File: src/rtl/lr35902_joy_pkg.sv
// rtl/lr35902_joy_pkg.sv - shared types and button bit positions for the serial gamepad bridge
package lr35902_joy_pkg;

    typedef enum logic [2:0] {
        ST_WAIT,
        ST_LATCH,
        ST_LOW,
        ST_HIGH,
        ST_DONE
    } joy_state_e;

    // Pad shift order on the wire equals the buttons bit order
    localparam int BTN_A      = 0;
    localparam int BTN_B      = 1;
    localparam int BTN_SELECT = 2;
    localparam int BTN_START  = 3;
    localparam int BTN_UP     = 4;
    localparam int BTN_DOWN   = 5;
    localparam int BTN_LEFT   = 6;
    localparam int BTN_RIGHT  = 7;

endpackage

File: src/rtl/lr35902_joy_pad_if.sv
// rtl/lr35902_joy_pad_if.sv - pad pins and P1 matrix lines; master is the bridge, slave is board/register side
interface lr35902_joy_pad_if;

    logic       pad_latch;
    logic       pad_clk;
    logic       pad_data;
    logic       p14;
    logic       p15;
    logic       p10;
    logic       p11;
    logic       p12;
    logic       p13;
    logic [7:0] buttons;
    logic       scan_done;

    modport master (
        output pad_latch, pad_clk, p10, p11, p12, p13, buttons, scan_done,
        input  pad_data, p14, p15
    );

    modport slave (
        input  pad_latch, pad_clk, p10, p11, p12, p13, buttons, scan_done,
        output pad_data, p14, p15
    );

endinterface

File: src/rtl/lr35902_joy_tick.sv
// rtl/lr35902_joy_tick.sv - phase timer: tick_o on the last cycle of every CLK_DIV-cycle phase
module lr35902_joy_tick #(
    parameter int CLK_DIV = 4
) (
    input  logic clk,
    input  logic reset,
    input  logic restart_i,
    output logic tick_o
);

    localparam int            CW   = (CLK_DIV > 1) ? $clog2(CLK_DIV) : 1;
    localparam logic [CW-1:0] LAST = CW'(CLK_DIV - 1);

    logic [CW-1:0] cnt_q;
    logic [CW-1:0] cnt_d;

    assign tick_o = (cnt_q == LAST);

    // restart_i marks a state entry, so the new phase begins at count 0
    always_comb begin
        cnt_d = cnt_q + 1'b1;
        if (restart_i || tick_o) begin
            cnt_d = '0;
        end
    end

    always_ff @(posedge clk) begin
        if (reset) begin
            cnt_q <= '0;
        end else begin
            cnt_q <= cnt_d;
        end
    end

endmodule

File: src/rtl/lr35902_joy_pad.sv
// rtl/lr35902_joy_pad.sv - scans a serial gamepad and drives the P1 matrix; LR35902_JOY_DEBOUNCE_EN adds two-scan debounce
module lr35902_joy_pad
    import lr35902_joy_pkg::*;
#(
    parameter int CLK_DIV     = 4,
    parameter int POLL_CYCLES = 16384
) (
    input  logic         clk,
    input  logic         reset,
    lr35902_joy_pad_if.master jp
);

    localparam int            PW        = (POLL_CYCLES > 1) ? $clog2(POLL_CYCLES) : 1;
    localparam logic [PW-1:0] POLL_LAST = PW'(POLL_CYCLES - 1);

    joy_state_e    state_q, state_d;
    logic [PW-1:0] poll_q, poll_d;
    logic [2:0]    idx_q, idx_d;
    logic [7:0]    raw_q, raw_d;
    logic [7:0]    btn_q, btn_d;
`ifdef LR35902_JOY_DEBOUNCE_EN
    logic [7:0]    prev_q, prev_d;
`endif
    logic          scan_start;
    logic          tick;
    logic          restart;
    logic          sel_dir;
    logic          sel_btn;

    // Free-running poll counter keeps scan starts exactly POLL_CYCLES apart
    assign scan_start = (poll_q == POLL_LAST);
    assign poll_d     = scan_start ? '0 : poll_q + 1'b1;
    assign restart    = (state_d != state_q);

    lr35902_joy_tick #(
        .CLK_DIV (CLK_DIV)
    ) u_tick (
        .clk       (clk),
        .reset     (reset),
        .restart_i (restart),
        .tick_o    (tick)
    );

    always_comb begin
        state_d = state_q;
        idx_d   = idx_q;
        raw_d   = raw_q;
        btn_d   = btn_q;
`ifdef LR35902_JOY_DEBOUNCE_EN
        prev_d  = prev_q;
`endif
        case (state_q)
            ST_WAIT: begin
                if (scan_start) begin
                    state_d = ST_LATCH;
                end
            end
            ST_LATCH: begin
                if (tick) begin
                    idx_d   = '0;
                    state_d = ST_LOW;
                end
            end
            ST_LOW: begin
                if (tick) begin
                    raw_d[idx_q] = ~jp.pad_data;
                    state_d      = (idx_q == 3'd7) ? ST_DONE : ST_HIGH;
                end
            end
            ST_HIGH: begin
                if (tick) begin
                    idx_d   = idx_q + 3'd1;
                    state_d = ST_LOW;
                end
            end
            ST_DONE: begin
`ifdef LR35902_JOY_DEBOUNCE_EN
                if (raw_q == prev_q) begin
                    btn_d = raw_q;
                end
                prev_d = raw_q;
`else
                btn_d = raw_q;
`endif
                state_d = ST_WAIT;
            end
            default: begin
                state_d = ST_WAIT;
            end
        endcase
    end

    always_ff @(posedge clk) begin
        if (reset) begin
            state_q <= ST_WAIT;
            poll_q  <= POLL_LAST;
            idx_q   <= '0;
            raw_q   <= '0;
            btn_q   <= '0;
`ifdef LR35902_JOY_DEBOUNCE_EN
            prev_q  <= '0;
`endif
        end else begin
            state_q <= state_d;
            poll_q  <= poll_d;
            idx_q   <= idx_d;
            raw_q   <= raw_d;
            btn_q   <= btn_d;
`ifdef LR35902_JOY_DEBOUNCE_EN
            prev_q  <= prev_d;
`endif
        end
    end

    assign jp.pad_latch = (state_q == ST_LATCH);
    assign jp.pad_clk   = (state_q == ST_HIGH);
    assign jp.scan_done = (state_q == ST_DONE);
    assign jp.buttons   = btn_q;

    // Selects are active low; a line is pulled low if any selected button on it is pressed
    assign sel_dir = ~jp.p14;
    assign sel_btn = ~jp.p15;
    assign jp.p10  = ~((sel_dir & btn_q[BTN_RIGHT]) | (sel_btn & btn_q[BTN_A]));
    assign jp.p11  = ~((sel_dir & btn_q[BTN_LEFT])  | (sel_btn & btn_q[BTN_B]));
    assign jp.p12  = ~((sel_dir & btn_q[BTN_UP])    | (sel_btn & btn_q[BTN_SELECT]));
    assign jp.p13  = ~((sel_dir & btn_q[BTN_DOWN])  | (sel_btn & btn_q[BTN_START]));

endmodule

File: src/flat_wrapper.sv
// flat-port wrapper written by rule: the top's interface ports become plain ports
module lr35902_joy_pad_flat import lr35902_joy_pkg::*;
#(
    parameter int CLK_DIV     = 4,
    parameter int POLL_CYCLES = 16384
)
  (clk, reset, jp_pad_latch, jp_pad_clk, jp_p10, jp_p11, jp_p12, jp_p13, jp_buttons, jp_scan_done, jp_pad_data, jp_p14, jp_p15);
  lr35902_joy_pad_if jp_i ();
  input  logic clk;
  input  logic reset;
  output wire logic [$bits(jp_i.pad_latch)-1:0] jp_pad_latch;
  output wire logic [$bits(jp_i.pad_clk)-1:0] jp_pad_clk;
  output wire logic [$bits(jp_i.p10)-1:0] jp_p10;
  output wire logic [$bits(jp_i.p11)-1:0] jp_p11;
  output wire logic [$bits(jp_i.p12)-1:0] jp_p12;
  output wire logic [$bits(jp_i.p13)-1:0] jp_p13;
  output wire logic [$bits(jp_i.buttons)-1:0] jp_buttons;
  output wire logic [$bits(jp_i.scan_done)-1:0] jp_scan_done;
  input wire logic [$bits(jp_i.pad_data)-1:0] jp_pad_data;
  input wire logic [$bits(jp_i.p14)-1:0] jp_p14;
  input wire logic [$bits(jp_i.p15)-1:0] jp_p15;
  assign jp_pad_latch = jp_i.pad_latch;
  assign jp_pad_clk = jp_i.pad_clk;
  assign jp_p10 = jp_i.p10;
  assign jp_p11 = jp_i.p11;
  assign jp_p12 = jp_i.p12;
  assign jp_p13 = jp_i.p13;
  assign jp_buttons = jp_i.buttons;
  assign jp_scan_done = jp_i.scan_done;
  assign jp_i.pad_data = jp_pad_data;
  assign jp_i.p14 = jp_p14;
  assign jp_i.p15 = jp_p15;
  lr35902_joy_pad #(.CLK_DIV(CLK_DIV), .POLL_CYCLES(POLL_CYCLES)) u_core (.clk(clk), .reset(reset), .jp(jp_i));
endmodule
File: config.mk
export PLATFORM = sky130hd
export DESIGN_NAME = lr35902_joy_pad_flat
export DESIGN_NICKNAME = d
export VERILOG_FILES = /design/src/rtl/lr35902_joy_pkg.sv /design/src/rtl/lr35902_joy_pad_if.sv /design/src/rtl/lr35902_joy_tick.sv /design/src/rtl/lr35902_joy_pad.sv /design/src/flat_wrapper.sv
export SDC_FILE = /design/constraint.sdc
export NUM_CORES = 1
export LEC_CHECK = 0
export CORE_UTILIZATION = 54
export CTS_CLUSTER_SIZE = 25
export DETAILED_ROUTE_END_ITERATION = 12
export GPL_TIMING_DRIVEN = 0
export PLACE_DENSITY_LB_ADDON = 0.2
export SLEW_MARGIN = 20
export SYNTH_ARGS = -nofsm -noshare
export SYNTH_HDL_FRONTEND = slang
export SYNTH_SLANG_ARGS = --single-unit
File: constraint.sdc
create_clock -name clk -period 2 [get_ports clk]
set_clock_uncertainty 0.05 [all_clocks]
set_input_delay 0.3 -clock clk [delete_from_list [all_inputs] [get_ports clk]]
set_output_delay 0.3 -clock clk [all_outputs]
set_load 0.005 [all_outputs]
-- Word level (Yosys, flattened, before mapping)
Index checks and enable logic that the tools add are counted.
Widths: inputs -> output; s select.
- input bits: 5
- output and inout bits: 15
- flip-flop bits (word level): 38
- bitwise operators: 19
- add/sub/neg operators: 3
- $lt $le $gt $ge: 2
- reductions and logical operators: 8
- equal/unequal tests: 10
- muxes and demuxes: 12
- operators by type and width (operator ; number):
    $mux 3 ; 6
    $add 14x1->14 const B ; 1
    $eq 14x14->1 const B ; 1
    $mux 14 ; 1
    $pmux 3 s3 ; 1
    $and 1x1->1 ; 8
    $bwmux 8 ; 1
    $not 1->1 ; 7
    $eq 3x2->1 const B ; 2
    $eq 3x3->1 const B ; 2
    $pmux 3 s2 ; 1
    $lt 3x4->1 const B ; 1
    $ne 2x1->1 const B ; 2
    $or 1x1->1 ; 4
    $reduce_or 2->1 ; 2
    $add 3x1->3 const B ; 1
    $demux 1 s3 ; 1
    $eq 3x1->1 const B ; 1
    $ge 3x1->1 const B ; 1
    $logic_not 3->1 ; 1
    $ne 3x3->1 ; 1
    $reduce_and 3->1 ; 1
    $add 2x1->2 const B ; 1
    $eq 2x2->1 const B ; 1
    5 further kinds ; 5

-- Longest topological paths before layout
- depth after elaboration: 7
- mapped depth: 6
- gate-level depth less buffers: 5

-- Hierarchy
Synthesis repeated with hierarchy kept, for this count alone.
- cells, all modules: 185
- area, all modules: 1746.7 um2
- by module, submodules not included (module ; cells an instance ; area an instance (um2) ; seq. area each (um2) ; times used):
    lr35902_joy_pad ; 180 ; 1666.6 ; 720.7 ; 1
    lr35902_joy_tick ; 5 ; 80.1 ; 40.0 ; 1

-- Worst setup path before layout
OpenSTA, ideal clock, no wires.
- path type: reg-to-reg
- start point: register u_core.poll_q[0]
- end point: register u_core.poll_q[9]
- stages on the path, launching flop included: 6
- clock period less this slack: 1.785 ns
- library setup time: 0.120 ns
- arrival: 1.616 ns
- setup slack: 0.215 ns
- cell sequence: dfxtp_1 ha_1 nand3_2 nor4_4 o21ai_0 a211o_1
- word-level cells in the longest chain between the ends: 2
- elaborated cells between the ends (all ways): 3
- those cells by class: add/sub (1); eq/ne (1); mux (1)
- RTL lines (what ; RTL line ; RTL):
    from (decl) ; lr35902_joy_pad.sv:17 ; logic [PW-1:0] poll_q, poll_d;
    from (signal assigned) ; lr35902_joy_pad.sv:105 ; poll_q <= poll_d;
    $add 14x1->14 or $eq 14x14->1 (tied branches) ; lr35902_joy_pad.sv:32, lr35902_joy_pad.sv:31 ;
    $mux 14 (*) ; lr35902_joy_pad.sv:32 ; assign poll_d = scan_start ? '0 : poll_q + 1'b1;
Mark *: on every way between the ends. The rest lies on a longest branch, timed or not.
A chain may end at the register's enable or synchronous reset.

-- Final worst setup path
- start point: register u_core.u_tick.cnt_q[0]
- end point: register u_core.raw_q[0]
- word-level cells in the longest chain between the ends: 2
- RTL lines (what ; RTL line ; RTL):
    from (decl) ; lr35902_joy_tick.sv:14 ; logic [CW-1:0] cnt_q;
    from (signal assigned) ; lr35902_joy_tick.sv:31 ; cnt_q <= cnt_d;
    $eq 2x2->1 ; lr35902_joy_tick.sv:17 ; assign tick_o = (cnt_q == LAST);
    $reduce_and 2->1 (no source line) ; -- ;
    to (signal assigned) ; lr35902_joy_pad.sv:107 ; raw_q <= raw_d;
    to (decl) ; lr35902_joy_pad.sv:19 ; logic [7:0] raw_q, raw_d;
Every way passes these cells.

==> metrics.md <==
| Metric | Value |
|---|---|
| Status | complete, no violations |
| Core box area | between 3000 and 4000 µm² |
| Syn avg cell area | 8.942 µm² |
| Hold Path Class | reg -> reg |
| I/O Buffers | 19 |
| Crit path max fanout | 7 |
| CTS buffer count | 5 |
| Vias in the first global route | ~1.3k |
| WP data required | 2220 ps |
| Finished Core Util | 68.39% |
| # rows | 20 |
| Minimum clock period | 1903 ps |
| Crit path cell chain | ha_1 > nand2_2 > or4_4 > or4_1 > a21oi_1 |
| Slowest stage delay, CP | ~470 ps |
| Mapped cell area | about 1700 µm² |
| Startpoint Class | register |
| Slew at the pin with the worst max-slew slack | 535.3 ps |
| Cell Pwr Density | 1076 nW/µm² |
| Deepest clock path buffer count | 2 |
| Slew headroom | 64.22% |
| Die area | 3392 µm² |
| Number of diodes | 0 |
| Seq/Total Area, Yosys | between 40 and 50% |
| Worst hold slack | 403.0 ps |
| WL final | 3.496 mm |
| Largest net degree at the start of global routing | 11 |
| #FFs+latches synth | 38 |
| Hold Vio Cnt, Final | 0 |
| Die width | 58.24 µm |
| Peak VDD IR | 0.7343 mV |
| Final number of max-transition violations | 0 |
| Share of cells above drive strength 1 | 11.76% |
| CTS H-tree depth | 2 |
| Clk Latency, worst-skew pair | around 340 ps |
| Area Overhead vs Synth | 21.25% |
| Post-DR wirelength/cell | between 10 and 15 µm |
| Grt ovf | 0 |
| Most common cell after layout, fill and taps aside | dfxtp_1 |
| Arrival @ worst endpoint | about 2100 ps |
| Total track usage | 22.32% |
| Synth async-reset ratio | 0% |
| Net Count, Synth | 200 |
| Ys Warns | 0 |
| DR DRC count | 0 |
| Netlist cell types | 41 |
| Iteration-0 DRC count of the detailed router | 52 |
| Synth Instances | around 190 |
| Place WS | -208.9 ps |
| Fill cells | 250 |
| Max Fclk | 525.5 MHz |
| Number of flops mapped to enable cells by yosys | 0 |
| Drt via density | around 5.5 |
| CTS tree | yes |
| Post-route cell area | 2071 µm² |
| Final net count | 230 |
| Initial Util | 56.40% |
| Synth Flop Type | dfxtp_1 |
| # clock sinks | 38 |
| Worst-path clk slew | 100 ps |
| Die Height | 58.24 µm |
| DP Wirelength | around 2.5 mm |
| Slowest-stage cell, CP | or4_4 |
| Initial DRT Pass Iterations | 4 |
| Share of the clock period used by the worst path after layout | 95.14% |
| Pleak | 0.7942 nW |
| Final setup viols | 0 |
| Critical Path End Type | register |
| Critical path class | reg -> reg |
| Initial antenna violation count | 0 |
| RePlAce Congestion | between 0.7 and 0.8 |
| Post-DP Area | 1953 µm² |
| CTS Root Buffer Type | clkbuf_4 |
| Boundary Pins | 20 |
| Most frequent cells in the layout | 36 x dfxtp_1, 24 x nand2_1, 18 x clkdlybuf4s50_1 |
| RSZ-0062 raised after global routing | no |
| Fin worst setup slack | 97.18 ps |
| Post-route ant nets | 0 |
| First-pass GRT wire length | approximately 5.7 mm |
| Routed via count | roughly 1.5k |
| Max Cap Viol | 0 |
## synthesized netlist by cell type, drive strengths merged (5+ instances only)
library cell	count	area (µm²)
a21oi	14	70.07
a22oi	5	37.54
clkbuf	8	30.03
dfxtp	38	760.7
inv	8	30.03
nand2	26	100.1
nand2b	9	56.30
nand3	7	40.04
nor2	10	37.54
nor3	7	35.03
o21bai	6	45.04
xnor2	8	70.07
## worst max-delay path: cells and delay by family (launching register included)
family | cells | cell delay [ps]
and+or+nand+nor | 3 | 1000
AOI/OAI and AO/OA | 1 | 120
DFF | 1 | 360
adders and majority gates | 1 | 300
## power by group
part	internal (mW)	leakage, nW	switching, mW
logic	0.387	0.458	0.446
clock network	0.133	0.0254	0.231
registers	0.895	0.311	0.136
total	1.41	0.794	0.813
## cells by family after synthesis
kind of cell	share of synthesized area [%]
fa+ha+maj	2.931
buf+inv	3.736
mux	2.344
xor+xnor	4.616
compound gates	14.65
simple gates	27.18
flops	44.54
## metrics by stage
stage	TNS (ps)	power, mW	cells
after floorplan	0	1.638	191
final	0	2.227	265
after CTS	-61.63	2.192	261
after detailed placement	-263.2	1.810	254
after global placement	-148.4	1.746	254
after global routing	0	2.374	265
## worst paths after layout
kind                            slack (ps)                      to  cells after the start              startpoint
worst max register to register         100         u_core.raw_q[0]                      5  u_core.u_tick.cnt_q[0]
worst max-delay path                   100         u_core.raw_q[0]                      5  u_core.u_tick.cnt_q[0]
worst min register to register         400  u_core.u_tick.cnt_q[0]                      1  u_core.u_tick.cnt_q[0]
worst min-delay path                   400  u_core.u_tick.cnt_q[0]                      1  u_core.u_tick.cnt_q[0]
## repair_timing
action                                  in CTS  in global routing
hold buffers                                 0                  0
endpoints found under the setup margin       5                  5
pin swaps                                    1                  2
buffers inserted                             0                  4
resized for setup                           10                  7
## state kept, by name (all words and copies together), names as in the netlist
register,cells
u_core.idx_q,3
u_core.jp.buttons,8
u_core.raw_q,8
u_core.state_q,3
u_core.u_tick.cnt_q,2
u_core.poll_q,14
## final cells by class
type,count,area [µm²],area share [%]
Multi-Input combinational cell,136,908.4,43.87
Sequential cell,38,765.7,36.98
Timing Repair Buffer,23,222.7,10.76
Tap cell,44,55.05,2.659
Clock buffer,7,45.04,2.175
Inverter,9,38.79,1.873
Buffer,8,35.03,1.692
## per-layer routing
| metal | up-vias | track usage (%) | wire [µm] |
|---|---|---|---|
| li1 | 731 | - | - |
| met1 | 686 | 26.61 | 1627 |
| met4 | 0 | 12.93 | 71 |
| met3 | 7 | 4.464 | 124 |
| met2 | 27 | 37.27 | 1673 |
| met5 | - | 0 | 0 |
(Power assumes the default switching activity.)
